===== src/rtl/alu_mem_shifter_pkg.sv =====
// Shared definitions for the byte-to-serial ALU bridge: FSM states, byte index
// width and the transaction length helper.
package alu_mem_shifter_pkg;

    typedef enum logic [1:0] {
        IDLE  = 2'd0,
        LOAD  = 2'd1,
        RUN   = 2'd2,
        STORE = 2'd3
    } state_t;

    localparam int IDX_W = 1;

    // Number of bytes moved on each bus handshake phase.
    function automatic logic [IDX_W:0] bytes_per_txn(input logic pair);
        return pair ? (IDX_W+1)'(2) : (IDX_W+1)'(1);
    endfunction

endpackage


===== src/rtl/mem_shift_buf.sv =====
// Two-byte operand/result buffer: byte write port, byte read mux and a serial
// shifter that works on either the low byte or the full buffer.
module mem_shift_buf
    import alu_mem_shifter_pkg::*;
#(
    parameter int REG_BITS = 8,
    parameter int NSHIFT   = 2
) (
    input  logic                clk,
    input  logic                reset,
    input  logic                clr,
    input  logic                wr_en,
    input  logic [IDX_W-1:0]    wr_idx,
    input  logic [REG_BITS-1:0] wr_data,
    input  logic                shift_en,
    input  logic                pair,
    input  logic [NSHIFT-1:0]   ser_in,
    input  logic [IDX_W-1:0]    rd_idx,
    output logic [REG_BITS-1:0] rd_data,
    output logic [NSHIFT-1:0]   ser_out
);

    logic [2*REG_BITS-1:0] buf_q;

    always_ff @(posedge clk or negedge reset) begin
        if (!reset) begin
            buf_q <= '0;
        end else if (clr) begin
            buf_q <= '0;
        end else if (wr_en) begin
            buf_q[wr_idx*REG_BITS +: REG_BITS] <= wr_data;
        end else if (shift_en) begin
            // Result bits enter at the top while the operand drains from the bottom.
            if (pair)
                buf_q <= {ser_in, buf_q[2*REG_BITS-1:NSHIFT]};
            else
                buf_q[REG_BITS-1:0] <= {ser_in, buf_q[REG_BITS-1:NSHIFT]};
        end
    end

    assign rd_data = buf_q[rd_idx*REG_BITS +: REG_BITS];
    assign ser_out = buf_q[NSHIFT-1:0];

endmodule


===== src/rtl/alu_mem_shifter.sv =====
// Byte-to-serial bridge: loads 1 or 2 operand bytes, streams them to the ALU
// NSHIFT bits per active cycle while capturing the result, then returns it.
module alu_mem_shifter
    import alu_mem_shifter_pkg::*;
#(
    parameter int REG_BITS = 8,
    parameter int NSHIFT   = 2
) (
    input  logic                clk,
    input  logic                reset,
    input  logic                start,
    input  logic                pair,
    input  logic                load_arg,
    input  logic                store_result,
    input  logic                in_valid,
    output logic                in_ready,
    input  logic [REG_BITS-1:0] in_data,
    output logic                alu_go,
    input  logic                alu_active,
    input  logic                alu_op_done,
    output logic [NSHIFT-1:0]   alu_data_in,
    input  logic [NSHIFT-1:0]   alu_data_out,
    output logic                out_valid,
    input  logic                out_ready,
    output logic [REG_BITS-1:0] out_data,
    output logic                busy
);

    state_t              state_q, state_d;
    logic [IDX_W-1:0]    idx_q, idx_d;
    logic                pair_q, load_q, store_q;
    logic                last_byte;
    logic                buf_clr;
    logic [REG_BITS-1:0] rd_data;
    logic [NSHIFT-1:0]   ser_out;

    assign last_byte = (({1'b0, idx_q} + 1'b1) == bytes_per_txn(pair_q));

    always_ff @(posedge clk or negedge reset) begin
        if (!reset) begin
            state_q <= IDLE;
            idx_q   <= '0;
        end else begin
            state_q <= state_d;
            idx_q   <= idx_d;
        end
    end

    always_ff @(posedge clk or negedge reset) begin
        if (!reset) begin
            pair_q  <= 1'b0;
            load_q  <= 1'b0;
            store_q <= 1'b0;
        end else if (state_q == IDLE && start) begin
            pair_q  <= pair;
            load_q  <= load_arg;
            store_q <= store_result;
        end
    end

    always_comb begin
        state_d   = state_q;
        idx_d     = idx_q;
        buf_clr   = 1'b0;
        in_ready  = 1'b0;
        alu_go    = 1'b0;
        out_valid = 1'b0;
        case (state_q)
            IDLE: begin
                if (start) begin
                    idx_d = '0;
                    if (load_arg) begin
                        state_d = LOAD;
                    end else begin
                        state_d = RUN;
                        buf_clr = 1'b1;
                    end
                end
            end
            LOAD: begin
                in_ready = 1'b1;
                if (in_valid) begin
                    if (last_byte) begin
                        state_d = RUN;
                        idx_d   = '0;
                    end else begin
                        idx_d = idx_q + 1'b1;
                    end
                end
            end
            RUN: begin
                alu_go = 1'b1;
                if (alu_op_done) begin
                    idx_d   = '0;
                    state_d = store_q ? STORE : IDLE;
                end
            end
            STORE: begin
                out_valid = 1'b1;
                if (out_ready) begin
                    if (last_byte) begin
                        state_d = IDLE;
                        idx_d   = '0;
                    end else begin
                        idx_d = idx_q + 1'b1;
                    end
                end
            end
            default: state_d = IDLE;
        endcase
    end

    mem_shift_buf #(
        .REG_BITS (REG_BITS),
        .NSHIFT   (NSHIFT)
    ) u_buf (
        .clk      (clk),
        .reset    (reset),
        .clr      (buf_clr),
        .wr_en    (in_ready && in_valid),
        .wr_idx   (idx_q),
        .wr_data  (in_data),
        .shift_en (alu_go && alu_active),
        .pair     (pair_q),
        .ser_in   (alu_data_out),
        .rd_idx   (idx_q),
        .rd_data  (rd_data),
        .ser_out  (ser_out)
    );

    // Serial and byte outputs are forced quiet outside their own phase.
    assign alu_data_in = alu_go    ? ser_out : '0;
    assign out_data    = out_valid ? rd_data : '0;
    assign busy        = (state_q != IDLE);

    logic unused_load;
    assign unused_load = load_q;

endmodule

===== config.mk =====
export PLATFORM = sky130hd
export DESIGN_NAME = alu_mem_shifter
export DESIGN_NICKNAME = d
export VERILOG_FILES = /design/src/rtl/alu_mem_shifter_pkg.sv /design/src/rtl/mem_shift_buf.sv /design/src/rtl/alu_mem_shifter.sv
export SDC_FILE = /design/constraint.sdc
export NUM_CORES = 1
export LEC_CHECK = 0
export CAP_MARGIN = 20
export CORE_MARGIN = 1
export CORE_UTILIZATION = 42
export DETAILED_ROUTE_END_ITERATION = 6
export GPL_ROUTABILITY_DRIVEN = 1
export PLACE_DENSITY = 0.67
export SYNTH_ARGS = -nofsm -noshare
export SYNTH_HDL_FRONTEND = slang
export SYNTH_SLANG_ARGS = --single-unit

===== constraint.sdc =====
create_clock -name clk -period 2.6 [get_ports clk]
set_input_delay 0.52 -clock clk [delete_from_list [all_inputs] [get_ports clk]]
set_output_delay 0.52 -clock clk [all_outputs]
set_load 0.005 [all_outputs]

# Word-level counts from Yosys, hierarchy flattened
# Index checks and enable logic that the tools add are counted.
# Widths: inputs -> output; s select.
totals:
  register_bits: 21
  in_bits: 20
  output_inout_bits: 14
  elab_cells: 62
op_classes:
  n_addsub: 3
  n_eq_ne: 10
  n_shift: 3
  muxes: 30
  reduce_logical: 10
ops:
  columns: ["op", "count"]
  rows:
  - ["$mux 16", 3]
  - ["$neg 4->34", 1]
  - ["$shift 8x34->16 const A", 1]
  - ["$shiftx 8x34->16", 1]
  - ["$mux 8", 3]
  - ["$mux 2", 10]
  - ["$bwmux 16", 1]
  - ["$shiftx 16x5->8", 1]
  - ["$ne 2x2->1 const B", 6]
  - ["$mux 1", 11]
  - ["$pmux 2 s4", 1]
  - ["$reduce_and 6->1", 1]
  - ["$reduce_bool 3->1", 2]
  - ["$eq 2x2->1 const B", 2]
  - ["$pmux 1 s4", 1]
  - ["$reduce_and 4->1", 1]
  - ["$logic_and 1x1->1", 3]
  - ["$add 1x1->2 const B", 1]
  - ["$eq 2x1->1 const B", 1]
  - ["$eq 2x2->1", 1]
  - ["$logic_not 2->1", 1]
  - ["$reduce_and 2->1", 1]
  - ["$reduce_bool 2->1", 1]
  - ["$add 1x1->1 const B", 1]

# Depth between registers and ports, before layout
logic_depth:
  depth_word: 6
  ltp_mapped: 7
  ltp_nobuf: 5

# By module
# Synthesis repeated with hierarchy kept, for this count alone.
unflattened:
  hier_cells: 117
  hier_area_um2: 1368.8
modules_own_cells:
  columns: ["module", "instances", "cells_each", "area_each_um2", "seq_area_each_um2"]
  rows:
  - ["mem_shift_buf", 1, 73, 949.7, 400.4]
  - ["alu_mem_shifter", 1, 44, 419.2, 125.1]

# Worst setup path after synthesis
# Ideal clock, no wire load.
synth_timing:
  path_kind: "register -> register"
  startpoint: "register idx_q"
  endpoint: "register state_q[0]"
  setup_ps: 104
  t_arrival_ps: 1669
  required_ps: 2496
  path_slack_ps: 828
  stages_incl_launch_ff: 8
  path_buffers: 2
  synth_period_minus_slack_ps: 1772
  cell_sequence: "dfrtp_1 -> buf_2 -> clkinv_1 -> clkbuf_1 -> ha_1 -> nand2_1 -> o21ai_0 -> a221oi_1"
synth_between:
  elab_chain_cells: 4
  elab_cells_between_ends: 5
  cone_classes: "add/sub: 1; eq/ne: 3; reduce/logical: 1"
synth_lines:
  columns: ["item", "line", "source"]
  rows:
  - ["from (decl)", "alu_mem_shifter.sv:30", "logic [IDX_W-1:0] idx_q, idx_d;"]
  - ["from (signal assigned)", "alu_mem_shifter.sv:45", "idx_q <= idx_d;"]
  - ["$add 1x1->2 *", "alu_mem_shifter.sv:37", "assign last_byte = (({1'b0, idx_q} + 1'b1) == bytes_per_txn(pair_q));"]
  - ["$eq 2x2->1 *", "alu_mem_shifter.sv:37", null]
  - ["$ne 2x2->1 (no source line)", null, null]
  - ["$reduce_and 6->1 (no source line) *", null, null]
  - ["to (signal assigned)", "alu_mem_shifter.sv:44", "state_q <= state_d;"]
  - ["to (decl)", "alu_mem_shifter.sv:29", "state_t state_q, state_d;"]
# Every way passes the cells marked *; elsewhere a longest branch is shown, timed or not.
# A chain may end at the register's enable or synchronous reset.

# Worst setup path in the final report
layout_timing:
  startpoint: "register state_q[1]"
  endpoint: "output out_data[7]"
layout_between:
  elab_chain_cells: 3
layout_lines:
  columns: ["item", "line", "source"]
  rows:
  - ["$eq 2x2->1", "alu_mem_shifter.sv:68", "case (state_q)"]
  - ["$mux 1", "alu_mem_shifter.sv:68", null]
  - ["$mux 8", "alu_mem_shifter.sv:133", "assign out_data = out_valid ? rd_data : '0;"]
  - ["to (decl)", "alu_mem_shifter.sv:25", "output logic [REG_BITS-1:0] out_data,"]
# Every way passes these cells.

==> summary.txt <==
Synthesis
  • Largest family of logic cells by synthesized area: compound AO/OA/AOI/OAI gates
  • Asr flop ratio synth: 1.00
  • Area share of fa/ha/maj cells after synthesis: 0.00941
  • Top-count cell post-synth: dfrtp_1
  • Mapped Nets: 162
  • Commonest cells post-synth: dfrtp_1, nand2_1, o21ai_0
  • Register bit total from synthesis: 21
  • Biggest area consumer among synthesized cells: dfrtp_1
  • Most area-consuming cells after synthesis: dfrtp_1, a222oi_1, mux2i_1, a2bb2oi_1, o211ai_1
  • Synth Area in Simple Gates: 0.148
  • Syn avg cell area: 9.43 um^2
  • Post-Syn Instances: 141
  • Unique masters post-synth: 30
  • Post-synth EDFFs: 0
  • Syn Std Cell Area: 1330 um^2
  • Synth Warn #: 0
  • Compound-cell area share of the yosys netlist: 0.271
  • Synth top area share: 0.395
  • Top FF cell, synth: dfrtp_1
  • Multiplexer share of the synthesized area: 0.119
  • XOR/XNOR Fraction of Synth Area: 0
  • Sequential share of the synthesized area: 0.395

Placement
  • Port buffer count: 33
  • Final RePlAce weighted congestion: 0.812
  • Post-DP HPWL: 2520 um

Floorplan
  • Die ar.: 3400 um^2
  • Die Width: 58.3 um
  • Initial core utilization: 0.439
  • Die height: 58.3 um
  • Top Ports: 34
  • Total core area: 3030 um^2
  • # rows: 20

Timing
  • Max Freq: 430 MHz
  • Setup_tns: 0 ps
  • RSZ-0062 raised after global routing: no
  • Fin crit share: 0.895
  • Hold_ws: 545 ps
  • Slew @ Worst Pin: 590 ps
  • Clk_skew: 1.82 ps
  • Setup violations, final: 0
  • Slew margin rel.: 0.605
  • Tmin final: 2330 ps
  • Slew Viols, Final: 0
  • Hold Violations, Final: 0

Clocking
  • Clk root buf: clkbuf_4
  • H-tree levels: 1
  • Num Clock Sinks: 21
  • Max clock buf depth: 2
  • Total CTS buffers: 3
  • Clock latency on the worst-skew pair: 300 ps
  • CTS tree: done
  • Worst-path clk slew: 120 ps

Final layout
  • Fill cells: 277
  • Nets: 194
  • Area of the multi-input gates: 728 um^2
  • Ant diodes: 0
  • Synthesis-to-finish area growth: 30.4%
  • FF+latch area: 527 um^2
  • Share of layout cells above drive strength 1: 0.105

Power and ir drop
  • Clock power frac: 0.081
  • Sw frac: 0.407
  • Peak VDD IR: 0.509 mV
  • Comb power frac: 0.572
  • Seq pwr share: 0.347
  • PwrDens: 1140 nW/um^2
  • LEAKAGE: 0.674 nW
  • Pint: 1.17 mW
  • P_sw: 0.806 mW

Global routing
  • M1 GR Usage: 0.322
  • GRT Resource Usage Total: 0.228
  • Global route hottest layer: met2
  • Largest net degree at the start of global routing: 27
  • First-pass GRT wire length: 5870 um
  • Vias in the first global route: 1205
  • Grt ovf: 0
  • Routing usage on met2: 0.343
  • Grt met3 use: 0.0424
  • Initial antenna violation count: 0

Worst setup path
  • Setup CP Type: flip-flop to output pin
  • Startpoint types: flip-flop
  • Max Fanout on Critical Path: 13
  • Worst-path cell chain: nand2_1, nor2_1, clkdlybuf4s50_1
  • Crit. End Element: output pin
  • Slowest cell delay on critical path: 520 ps
  • CP max stage cell: dfrtp_2
  • CP arrival: 1810 ps
  • Worst EP required: 2080 ps

Detailed routing
  • Vias: 1323
  • Post-route antenna net violation count: 0
  • Drt total wl: 3560 um
  • Initial DRC Count: 100
  • DRC Markers: 0
  • Via/cell ratio: 6.13
  • Routed len/inst: 16.5 um
  • DR pass1 iterations: 5

Flow run
  • Total of max-cap violations: 0

Hold path
  • Hold crit path type: primary input to async pin

Status
  • Outcome: finished clean
metal layers:
metal / up-vias / wire length, um
li1: 607 / -
met1: 637 / 1610
met2: 70 / 1610
met3: 9 / 285
met4: 0 / 56
met5: - / 0
power groups by stage:
stage	clock network, mW	logic [mW]	registers, mW
finish	0.161	1.13	0.686
global route	0.179	1.25	0.713
CTS	0.168	1.13	0.682
detailed placement	0	1.13	0.688
global placement	0	1.10	0.685
floorplan	0	0.764	0.596
layout make-up:
cell class                 count  share of cell area
multi-input combinational    103               0.420
sequential                    21               0.304
timing repair buffer          40               0.221
tap                           44              0.0317
clock buffer                   4              0.0152
inverter                       4             0.00866
layout by cell type, fill, tap and decap left out, types with 2 or more instances in the layout:
master,netlist,final
nand2_1,11,11
a222oi_1,8,8
and2_1,2,2
o21ai_0,11,11
clkdlybuf4s50_1,0,33
dfrtp_1,21,20
nor2_1,10,10
a2bb2oi_1,8,8
nor2b_1,2,2
clkbuf_4,0,3
nand3_1,10,10
buf_4,0,7
inv_1,3,3
a31oi_1,9,9
mux2_2,5,5
mux2i_1,8,8
o211ai_1,8,8
logic make-up (layout without fill, tap and decap cells):
logic type / count (synthesis) / count (layout)
AOI/OAI and AO/OA: 48 / 48
adders and majority gates: 1 / 1
buffers and inverters: 17 / 48
DFF: 21 / 21
muxes: 14 / 14
and+or+nand+nor: 40 / 40
worst paths after layout:
check	slack, ps	depth (start not counted)	from	to
max reg2reg	800	5	state_q[0]$_DFFE_PN0P_	u_buf.buf_q[2]$_DFFE_PN0P_
max in group asynchronous	1820	2	reset	state_q[1]$_DFFE_PN0P_
max	270	3	state_q[1]$_DFFE_PN0P_	out_data[7]
min reg2reg	570	1	store_q$_DFFE_PN0P_	store_q$_DFFE_PN0P_
min in group clk	570	1	store_q$_DFFE_PN0P_	store_q$_DFFE_PN0P_
min	540	2	reset	u_buf.buf_q[2]$_DFFE_PN0P_
sequential cells by signal, summed over array words and instances, names as in the netlist:
signal and cells:
idx_q 1, pair_q 1, state_q 2, store_q 1, u_buf.buf_q 16
critical path: cells and delay by family (launching register included):
| family | cells | cell delay, ps |
|---|---|---|
| flops | 1 | 520 |
| buf+inv | 1 | 520 |
| simple gates | 2 | 460 |
per-stage QoR:
| step | worst slack (ps) | util | total power [mW] | instance area (um^2) | cells |
|---|---|---|---|---|---|
| 2_1_floorplan | 828 | - | 1.36 | 1330 | 141 |
| 3_3_place_gp | 409 | 0.564 | 1.78 | 1710 | 212 |
| 3_5_place_dp | 366 | 0.564 | 1.82 | 1710 | 212 |
| 4_1_cts | 77.2 | 0.572 | 1.98 | 1730 | 216 |
| 5_1_grt | 124 | 0.573 | 2.14 | 1730 | 216 |
| 6_report | 272 | 0.573 | 1.98 | 1730 | 216 |
what timing repair did:
action | CTS | global route
hold buffers | 0 | 0
gates resized for setup | 0 | 1
setup buffers | 0 | 0
endpoints found under the setup margin | 0 | 8
(Power assumes the default switching activity.)
